<file path="src/rtl/stack_ram_responder_if.sv">
// rtl/stack_ram_responder_if.sv - start/done transfer ports plus byte-wide RAM port
interface stack_ram_responder_if;
  logic         rd_start;
  logic [15:0]  rd_address;
  logic [15:0]  rd_bytes;
  logic [255:0] rd_q;
  logic         rd_done;
  logic         wr_start;
  logic [15:0]  wr_address;
  logic [15:0]  wr_bytes;
  logic [255:0] wr_data;
  logic         wr_done;
  logic [15:0]  mem_address;
  logic [7:0]   mem_wdata;
  logic         mem_we;
  logic [7:0]   mem_rdata;

  modport slave (
    input  rd_start, rd_address, rd_bytes, wr_start, wr_address, wr_bytes, wr_data, mem_rdata,
    output rd_q, rd_done, wr_done, mem_address, mem_wdata, mem_we
  );

  modport master (
    output rd_start, rd_address, rd_bytes, wr_start, wr_address, wr_bytes, wr_data, mem_rdata,
    input  rd_q, rd_done, wr_done, mem_address, mem_wdata, mem_we
  );
endinterface

</file>
<file path="src/rtl/stack_ram_responder.sv">
// rtl/stack_ram_responder.sv - splits up-to-32-byte transfers into byte accesses on a 1-cycle-latency RAM
module stack_ram_responder #(
  parameter int MAX_BYTES = 32
) (
  input  logic                 clock,
  input  logic                 reset_n,
  stack_ram_responder_if.slave bus
);
  typedef enum logic [2:0] {IDLE, READ, WRITE, RD_DONE, WR_DONE} state_t;

  state_t       state_q, state_d;
  logic [5:0]   len_q, len_d;
  logic [5:0]   cnt_q, cnt_d;
  logic [255:0] wdata_q, wdata_d;
  logic [255:0] rd_q_q, rd_q_d;
  logic         rd_done_q, rd_done_d;
  logic         wr_done_q, wr_done_d;
  logic         mem_we_q, mem_we_d;
  logic [15:0]  mem_address_q, mem_address_d;
  logic [7:0]   mem_wdata_q, mem_wdata_d;
  logic [5:0]   step;
  logic [4:0]   lane;
  logic [5:0]   rd_len, wr_len;

  function automatic logic [5:0] clamp_len(input logic [15:0] b);
    return (b > 16'(MAX_BYTES)) ? 6'(MAX_BYTES) : b[5:0];
  endfunction

  assign rd_len = clamp_len(bus.rd_bytes);
  assign wr_len = clamp_len(bus.wr_bytes);

  // cnt_q holds the index of the last edge of the transfer; step is the edge being computed
  always_comb begin
    state_d       = state_q;
    len_d         = len_q;
    cnt_d         = cnt_q;
    wdata_d       = wdata_q;
    rd_q_d        = rd_q_q;
    rd_done_d     = rd_done_q;
    wr_done_d     = wr_done_q;
    mem_we_d      = 1'b0;
    mem_address_d = mem_address_q;
    mem_wdata_d   = mem_wdata_q;
    step          = cnt_q + 6'd1;
    lane          = step[4:0] - 5'd2;
    case (state_q)
      IDLE: begin
        if (bus.wr_start) begin
          state_d = WRITE;
          len_d   = wr_len;
          cnt_d   = 6'd0;
          if (wr_len != 6'd0) begin
            mem_we_d      = 1'b1;
            mem_address_d = bus.wr_address;
            mem_wdata_d   = bus.wr_data[255:248];
            wdata_d       = {bus.wr_data[247:0], 8'h00};
          end
        end else if (bus.rd_start) begin
          state_d = READ;
          len_d   = rd_len;
          cnt_d   = 6'd0;
          rd_q_d  = '0;
          if (rd_len != 6'd0) mem_address_d = bus.rd_address;
        end
      end
      READ: begin
        if (!bus.rd_start) begin
          state_d = IDLE;
        end else begin
          cnt_d = step;
          if (step < len_q) mem_address_d = mem_address_q + 16'd1;
          // RAM data lags its address by one edge, so lane i lands at edge i+2
          if (step >= 6'd2) rd_q_d[8'd255 - {lane, 3'b000} -: 8] = bus.mem_rdata;
          if (step == len_q + 6'd1) begin
            state_d   = RD_DONE;
            rd_done_d = 1'b1;
          end
        end
      end
      WRITE: begin
        if (!bus.wr_start) begin
          state_d = IDLE;
        end else begin
          cnt_d = step;
          if (step < len_q) begin
            mem_we_d      = 1'b1;
            mem_address_d = mem_address_q + 16'd1;
            mem_wdata_d   = wdata_q[255:248];
            wdata_d       = {wdata_q[247:0], 8'h00};
          end else begin
            state_d   = WR_DONE;
            wr_done_d = 1'b1;
          end
        end
      end
      RD_DONE: begin
        if (!bus.rd_start) begin
          state_d   = IDLE;
          rd_done_d = 1'b0;
        end
      end
      WR_DONE: begin
        if (!bus.wr_start) begin
          state_d   = IDLE;
          wr_done_d = 1'b0;
        end
      end
      default: state_d = IDLE;
    endcase
  end

  always_ff @(posedge clock or negedge reset_n) begin
    if (!reset_n) begin
      state_q       <= IDLE;
      len_q         <= '0;
      cnt_q         <= '0;
      wdata_q       <= '0;
      rd_q_q        <= '0;
      rd_done_q     <= 1'b0;
      wr_done_q     <= 1'b0;
      mem_we_q      <= 1'b0;
      mem_address_q <= '0;
      mem_wdata_q   <= '0;
    end else begin
      state_q       <= state_d;
      len_q         <= len_d;
      cnt_q         <= cnt_d;
      wdata_q       <= wdata_d;
      rd_q_q        <= rd_q_d;
      rd_done_q     <= rd_done_d;
      wr_done_q     <= wr_done_d;
      mem_we_q      <= mem_we_d;
      mem_address_q <= mem_address_d;
      mem_wdata_q   <= mem_wdata_d;
    end
  end

  assign bus.rd_q        = rd_q_q;
  assign bus.rd_done     = rd_done_q;
  assign bus.wr_done     = wr_done_q;
  assign bus.mem_we      = mem_we_q;
  assign bus.mem_address = mem_address_q;
  assign bus.mem_wdata   = mem_wdata_q;
endmodule

</file>
<file path="src/flat_wrapper.sv">
// flat-port wrapper written by rule: the top's interface ports become plain ports
module stack_ram_responder_flat 
#(
  parameter int MAX_BYTES = 32
)
  (clock, reset_n, bus_rd_start, bus_rd_address, bus_rd_bytes, bus_wr_start, bus_wr_address, bus_wr_bytes, bus_wr_data, bus_mem_rdata, bus_rd_q, bus_rd_done, bus_wr_done, bus_mem_address, bus_mem_wdata, bus_mem_we);
  stack_ram_responder_if bus_i ();
  input  logic clock;
  input  logic reset_n;
  input wire logic [$bits(bus_i.rd_start)-1:0] bus_rd_start;
  input wire logic [$bits(bus_i.rd_address)-1:0] bus_rd_address;
  input wire logic [$bits(bus_i.rd_bytes)-1:0] bus_rd_bytes;
  input wire logic [$bits(bus_i.wr_start)-1:0] bus_wr_start;
  input wire logic [$bits(bus_i.wr_address)-1:0] bus_wr_address;
  input wire logic [$bits(bus_i.wr_bytes)-1:0] bus_wr_bytes;
  input wire logic [$bits(bus_i.wr_data)-1:0] bus_wr_data;
  input wire logic [$bits(bus_i.mem_rdata)-1:0] bus_mem_rdata;
  output wire logic [$bits(bus_i.rd_q)-1:0] bus_rd_q;
  output wire logic [$bits(bus_i.rd_done)-1:0] bus_rd_done;
  output wire logic [$bits(bus_i.wr_done)-1:0] bus_wr_done;
  output wire logic [$bits(bus_i.mem_address)-1:0] bus_mem_address;
  output wire logic [$bits(bus_i.mem_wdata)-1:0] bus_mem_wdata;
  output wire logic [$bits(bus_i.mem_we)-1:0] bus_mem_we;
  assign bus_i.rd_start = bus_rd_start;
  assign bus_i.rd_address = bus_rd_address;
  assign bus_i.rd_bytes = bus_rd_bytes;
  assign bus_i.wr_start = bus_wr_start;
  assign bus_i.wr_address = bus_wr_address;
  assign bus_i.wr_bytes = bus_wr_bytes;
  assign bus_i.wr_data = bus_wr_data;
  assign bus_i.mem_rdata = bus_mem_rdata;
  assign bus_rd_q = bus_i.rd_q;
  assign bus_rd_done = bus_i.rd_done;
  assign bus_wr_done = bus_i.wr_done;
  assign bus_mem_address = bus_i.mem_address;
  assign bus_mem_wdata = bus_i.mem_wdata;
  assign bus_mem_we = bus_i.mem_we;
  stack_ram_responder #(.MAX_BYTES(MAX_BYTES)) u_core (.clock(clock), .reset_n(reset_n), .bus(bus_i));
endmodule
</file>
<file path="config.mk">
export PLATFORM = sky130hd
export DESIGN_NAME = stack_ram_responder_flat
export DESIGN_NICKNAME = d
export VERILOG_FILES = /design/src/rtl/stack_ram_responder_if.sv /design/src/rtl/stack_ram_responder.sv /design/src/flat_wrapper.sv
export SDC_FILE = /design/constraint.sdc
export NUM_CORES = 1
export LEC_CHECK = 0
export ABC_AREA = 1
export CAP_MARGIN = 5
export CELL_PAD_IN_SITES_DETAIL_PLACEMENT = 0
export CELL_PAD_IN_SITES_GLOBAL_PLACEMENT = 1
export CORE_AREA = 4 4 327 329
export DETAILED_ROUTE_END_ITERATION = 10
export DIE_AREA = 0 0 331 333
export DONT_BUFFER_PORTS = 1
export PLACE_DENSITY_LB_ADDON = 0.1
export RECOVER_POWER = 50
export SLEW_MARGIN = 20
export SYNTH_ARGS = -nofsm -noshare
export SYNTH_HDL_FRONTEND = slang
export SYNTH_SLANG_ARGS = --single-unit
</file>
<file path="constraint.sdc">
create_clock -name clock -period 4.1 [get_ports clock]
set_input_delay 0.41 -clock clock [delete_from_list [all_inputs] [get_ports clock]]
set_output_delay 0.41 -clock clock [all_outputs]
set_load 0.01 [all_outputs]
</file>
# [Word level (Yosys, flattened, before mapping)]
# Cells that the tools add are included.
[totals] input_bits=332 regBits=554 word_cells=116
[classes] n_reduce_logical=17 n_lt_le_gt_ge=4 muxes=55 n_eq_ne=22 n_shift=2 addsub=6
[ops] op="two-way mux 256 bit" n=8
[ops] op="one-hot mux 256 bit (2 select lines)" n=2
[ops] op="variable shift 8 x 10 -> 263 bit, first input constant" n=1
[ops] op="indexed part select 8 x 10 -> 263 bit" n=1
[ops] op="bitwise mux 256 bit" n=1
[ops] op="two-way mux 16 bit" n=7
[ops] op="two-way mux 6 bit" n=8
[ops] op="one-hot mux 16 bit (3 select lines)" n=1
[ops] op="> comparator 16 x 6 -> 1 bit, second input constant" n=2
[ops] op="two-way mux 8 bit" n=4
[ops] op="two-way mux 3 bit" n=8
[ops] op="one-hot mux 6 bit (3 select lines)" n=1
[ops] op="adder 16 x 1 -> 16 bit, second input constant" n=1
[ops] op="!= test 2 bit, second input constant" n=8
[ops] op="one-hot mux 8 bit (2 select lines)" n=1
[ops] op="one-hot mux 3 bit (5 select lines)" n=1
[ops] op="AND reduction 5 bit" n=3
[ops] op="adder 6 x 1 -> 6 bit, second input constant" n=2
[ops] op="AND reduction 4 bit" n=3
[ops] op="nonzero test 6 bit" n=2
[ops] op="two-way mux 1 bit" n=10
[ops] op="negator 8 -> 10 bit" n=1
[ops] op="nonzero test 2 bit" n=5
[ops] op="!= test 3 x 2 -> 1 bit, second input constant" n=3
[ops] op="other kinds (15)" n=22

# [Depth between registers and ports, before layout]
[depth] word_depth=9 mapped_depth=18 depth_no_buf=15

# [Worst setup path after synthesis]
# Ideal clock, no wire load.
[synth_timing] kind="register to register" from="register u_core.cnt_q[0]" to="register u_core.rd_q_q[0] (netlist: u_core.bus.rd_q[0])" setup_ns=0.066 arrival_time_ns=3.615 slack_ns=0.418 required_time_ns=4.034 period_less_slack_ns=3.682 path_stages_with_launch=17 path_cell_list="dfrtp_1 -> buf_2 -> clkinv_1 -> clkbuf_1 -> ha_1 -> buf_2 -> inv_1 -> clkbuf_1 -> clkbuf_1 -> ha_1 -> inv_1 -> clkbuf_1 -> buf_1 -> nand2_1 -> nor2_1 -> nand3_1 -> nand2_1"
[synth_between] elab_chain_cells=9
[synth_lines] item="start, declared" line_no="stack_ram_responder.sv:13" source="logic [5:0] cnt_q, cnt_d;"
[synth_lines] item="start signal, assigned" line_no="stack_ram_responder.sv:127" source="cnt_q <= cnt_d;"
[synth_lines] item="adder 6 x 1 -> 6 bit *" line_no="stack_ram_responder.sv:44" source="step = cnt_q + 6'd1;"
[synth_lines] item="subtractor 5 x 2 -> 5 bit" line_no="stack_ram_responder.sv:45" source="lane = step[4:0] - 5'd2;"
[synth_lines] item="subtractor 8 bit" line_no="stack_ram_responder.sv:73" source="if (step >= 6'd2) rd_q_d[8'd255 - {lane, 3'b000} -: 8] = bus.mem_rdata;"
[synth_lines] item="negator 8 -> 10 bit" line_no="stack_ram_responder.sv:73"
[synth_lines] item="indexed part select 8 x 10 -> 263 bit / variable shift 8 x 10 -> 263 bit (equally long branches)" line_no="stack_ram_responder.sv:73"
[synth_lines] item="bitwise mux 256 bit" line_no="stack_ram_responder.sv:73"
[synth_lines] item="two-way mux 256 bit" line_no="stack_ram_responder.sv:73"
[synth_lines] item="two-way mux 256 bit" line_no="stack_ram_responder.sv:67" source="if (!bus.rd_start) begin"
[synth_lines] item="one-hot mux 256 bit (2 select lines)" line_no="stack_ram_responder.sv:46" source="case (state_q)"
[synth_lines] item="end signal, assigned" line_no="stack_ram_responder.sv:129" source="rd_q_q <= rd_q_d;"
[synth_lines] item="end, declared" line_no="stack_ram_responder.sv:15" source="logic [255:0] rd_q_q, rd_q_d;"
# Mark *: on every way between the ends. The rest lies on a longest branch, timed or not. The select of a mux whose other input is x is not followed.
# A chain may end at the register's enable or synchronous reset.

# [Worst setup path after layout]
[layout_timing] from="register u_core.cnt_q[1]" to="register u_core.rd_q_q[219] (netlist: u_core.bus.rd_q[219])"
# Same word-level chain as after synthesis.

==> flow_metrics.env <==
export IMPL_status="finished with violations"
export IMPL_violations="max-capacitance violations, max-slew violations"
export IMPL_seqPwrFrac=0.366
export IMPL_post_synth_top_count_cell="nand2_1"
export IMPL_nNetsFinal=3466
export IMPL_slew_violations=139
export IMPL_postSynthCellCount=3186
export IMPL_p_int_uw=12700
export IMPL_cts_clk_slew_worst_paths_ns=0.06
export IMPL_crit_type="reg -> reg"
export IMPL_grt_start_max_net_pins=547
export IMPL_final_setup_tns_ns=0
export IMPL_yosysSeqAreaShare=0.527
export IMPL_clockBufferDepth=3
export IMPL_drive_above_1_share=0.135
export IMPL_slew_headroom=-0.344
export IMPL_r2r_cells=10
export IMPL_synth_area_per_cell_um2=8.13
export IMPL_fp_dieW_um=331
export IMPL_crit_reg2reg_launch="u_core.cnt_q[1]"
export IMPL_p_per_area_mw_per_mm2=730
export IMPL_pwr_share_clk=0.283
export IMPL_rsz0062_at_grt="false"
export IMPL_portBuffers=0
export IMPL_ir_drop_v=0.000322
export IMPL_numCtsBuffers=71
export IMPL_ys_top_cells_by_area="dfrtp_1 53%, nand2_1 14%, o21ai_0 11%"
export IMPL_hp_class="in -> reg"
export IMPL_required_ns=4.64
export IMPL_first_pass_iters=5
export IMPL_fmax_mhz=276
export IMPL_ys_seq_elements=546
export IMPL_power_uw=21700
export IMPL_finalHoldViolations=0
export IMPL_end_kind="flop"
export IMPL_postRouteAntennaNets=0
export IMPL_cts_root_buf="clkbuf_16"
export IMPL_wire_per_inst_um=22.4
export IMPL_hp_start="bus_wr_bytes[0]"
export IMPL_reg2reg_to="u_core.bus.rd_q[219]"
export IMPL_worst_slew_pin_slew_ns=2.02
export IMPL_grt_pass1_vias=21400
export IMPL_gp_congestion=0.792
export IMPL_area_growth_pct=14.7
export IMPL_worst_setup_path_start_kind="flop"
export IMPL_start_util=0.250
export IMPL_initialDrtViolationCount=1684
export IMPL_grt_first_pass_wirelength_um=149000
export IMPL_swShare=0.417
export IMPL_synth_top_cell_area_share=0.527
export IMPL_coreArea_mm2=0.103
export IMPL_finalClockSkew_ns=0.0295
export IMPL_switchingPower_uw=9060
export IMPL_antenna_found_initial=52
export IMPL_async_flop_share=1.00
export IMPL_synth_top_area_cell="dfrtp_1"
export IMPL_ioPinCount=615
export IMPL_setup_violations=0
export IMPL_arrival_ns=4.16
export IMPL_holdPathStages=3
export IMPL_grt_ovfl_total=0
export IMPL_die_h_um=333
export IMPL_drt_total_wl_um=102000
export IMPL_yosysWarnings=0
export IMPL_post_dp_hpwl_um=73000
export IMPL_min_period_ns=3.62
export IMPL_cts_max_level=3
export IMPL_p_leak_uw=0.0140
export IMPL_synth_commonest_cells="984 x nand2_1, 548 x o21ai_0, 546 x dfrtp_1"
export IMPL_rows=118
export IMPL_clock_sinks=546
export IMPL_cts_setup_buffers=0
export IMPL_ys_flop_type="dfrtp_1"
export IMPL_synth_nets=3532
export IMPL_die_area_mm2=0.110
export IMPL_remaining_drc_errors=0
export IMPL_cap_violations=1
export IMPL_via_count=21600
export IMPL_track_usage=0.180
export IMPL_power_frac_comb=0.351
export IMPL_final_util=0.287
export IMPL_vias_per_cell=4.73
export IMPL_synth_edf_count=0
export IMPL_insertion_delay_ns=0.62
export IMPL_crit_path_max_fanout=18
export IMPL_netlist_area_mm2=0.0259
export IMPL_finalCritPeriodShare=0.882
export IMPL_min_to="u_core.len_q[0]"
export IMPL_synth_cell_type_count=39
export IMPL_tritoncts="done"
export IMPL_rrSetupSlack_ns=0.48
[registers in the layout, summed over array words and instances, names as in the netlist]
register	count
u_core.bus.rd_done	1
u_core.bus.mem_wdata	8
u_core.bus.mem_we	1
u_core.bus.rd_q	256
u_core.bus.mem_address	16
u_core.len_q	6
u_core.cnt_q	6
u_core.wdata_q	248
u_core.state_q	3
u_core.bus.wr_done	1
[cell usage in the layout (no fill, tap or decap), types with 3 or more instances in the layout]
cell type      synthesis  layout
a21oi_1                9       9
dlygate4sd3_1          0      13
clkinv_1               4       3
nor2_1               126     126
xor2_1                12      12
nor3_1                39      39
o22ai_1                5       5
clkbuf_16              0      73
nand2_2               13      11
buf_4                  1      18
diode_2                0      10
nand4_1               12      12
clkinv_2               0       6
o211ai_1               5       5
clkbuf_1             126      21
xor2_2                 5       3
inv_1                 67      67
buf_12                 0       7
clkbuf_8               0      15
inv_2                  3       3
dfrtp_1              546     546
o21ai_0              548     548
o21ai_1               19      19
nor2_2                17      17
nand2_1              984     984
or2_2                250     250
nand3_1              305     305
clkinvlp_4             0       3
ha_1                  14      13
[cell type report]
type / instances / area, um^2
clock inverter: 14 / 154
antenna: 10 / 25.0
fill: 11200 / 73800
inverter: 74 / 280
tap: 1380 / 1730
multi-input combinational: 2385 / 11300
clock buffer: 109 / 2110
timing repair buffer: 42 / 479
sequential: 546 / 13700
[worst max-delay path, stage by stage (launching register included)]
cell,delay (ns)
dfrtp_1,0.44
inv_1,0.11
ha_2,0.53
inv_1,0.17
buf_4,0.22
ha_1,0.23
xor2_2,0.57
nand3_1,0.35
nor2_2,0.66
nand3_1,0.16
nand2_1,0.11
[what timing repair did]
item | 4_1_cts | 5_1_grt
endpoints found under the hold margin | 559 | 279
hold buffers | 12 | 2
gates resized for setup | 0 | 2
setup endpoints to repair | 0 | 19
[cells by family after synthesis]
logic type | after synthesis | synth area share
flops | 546 | 0.527
compound gates | 596 | 0.117
simple gates | 1754 | 0.301
buf+inv | 255 | 0.0391
xor+xnor | 19 | 0.00787
mux | 2 | 0.000772
fa+ha+maj | 14 | 0.00676
[routing by layer]
metal  track usage  part of all wire
met1         0.234              0.43
met5             0                 0
met3        0.0503             0.076
met2         0.292              0.47
met4        0.0545             0.028
[worst max path at each step]
stage | depth (start not counted) | to | slack [ns] | start
after floorplan | 16 | u_core.bus.rd_q[0] | 0.42 | u_core.cnt_q[0]
after global placement | 11 | u_core.bus.rd_q[26] | 0.46 | u_core.cnt_q[1]
after detailed placement | 11 | u_core.bus.rd_q[28] | 0.32 | u_core.cnt_q[1]
after CTS | 11 | u_core.bus.rd_q[28] | 0.30 | u_core.cnt_q[1]
after global routing | 12 | u_core.bus.rd_q[24] | 0.18 | u_core.cnt_q[1]
final | 10 | u_core.bus.rd_q[219] | 0.48 | u_core.cnt_q[1]
[stage by stage]
stage                     setup WS (ns)  instances  hold WS (ns)  area, um^2
after floorplan                   0.418       3186         0.114       25900
after global placement            0.464       4410         0.130       27200
after detailed placement          0.320       4410         0.134       27200
after CTS                         0.296       4545        -0.572       29600
after global routing              0.179       4560        0.0332       29700
final                             0.482       4560        0.0703       29700
[power groups by stage]
stage,combinational [uW],clock (uW),sequential (uW)
2_1_floorplan,5410,0,7560
3_3_place_gp,7530,0,8030
3_5_place_dp,7590,0,8040
4_1_cts,7640,6420,7970
5_1_grt,8750,6620,8130
6_report,7610,6150,7950
(Power assumes the default switching activity.)
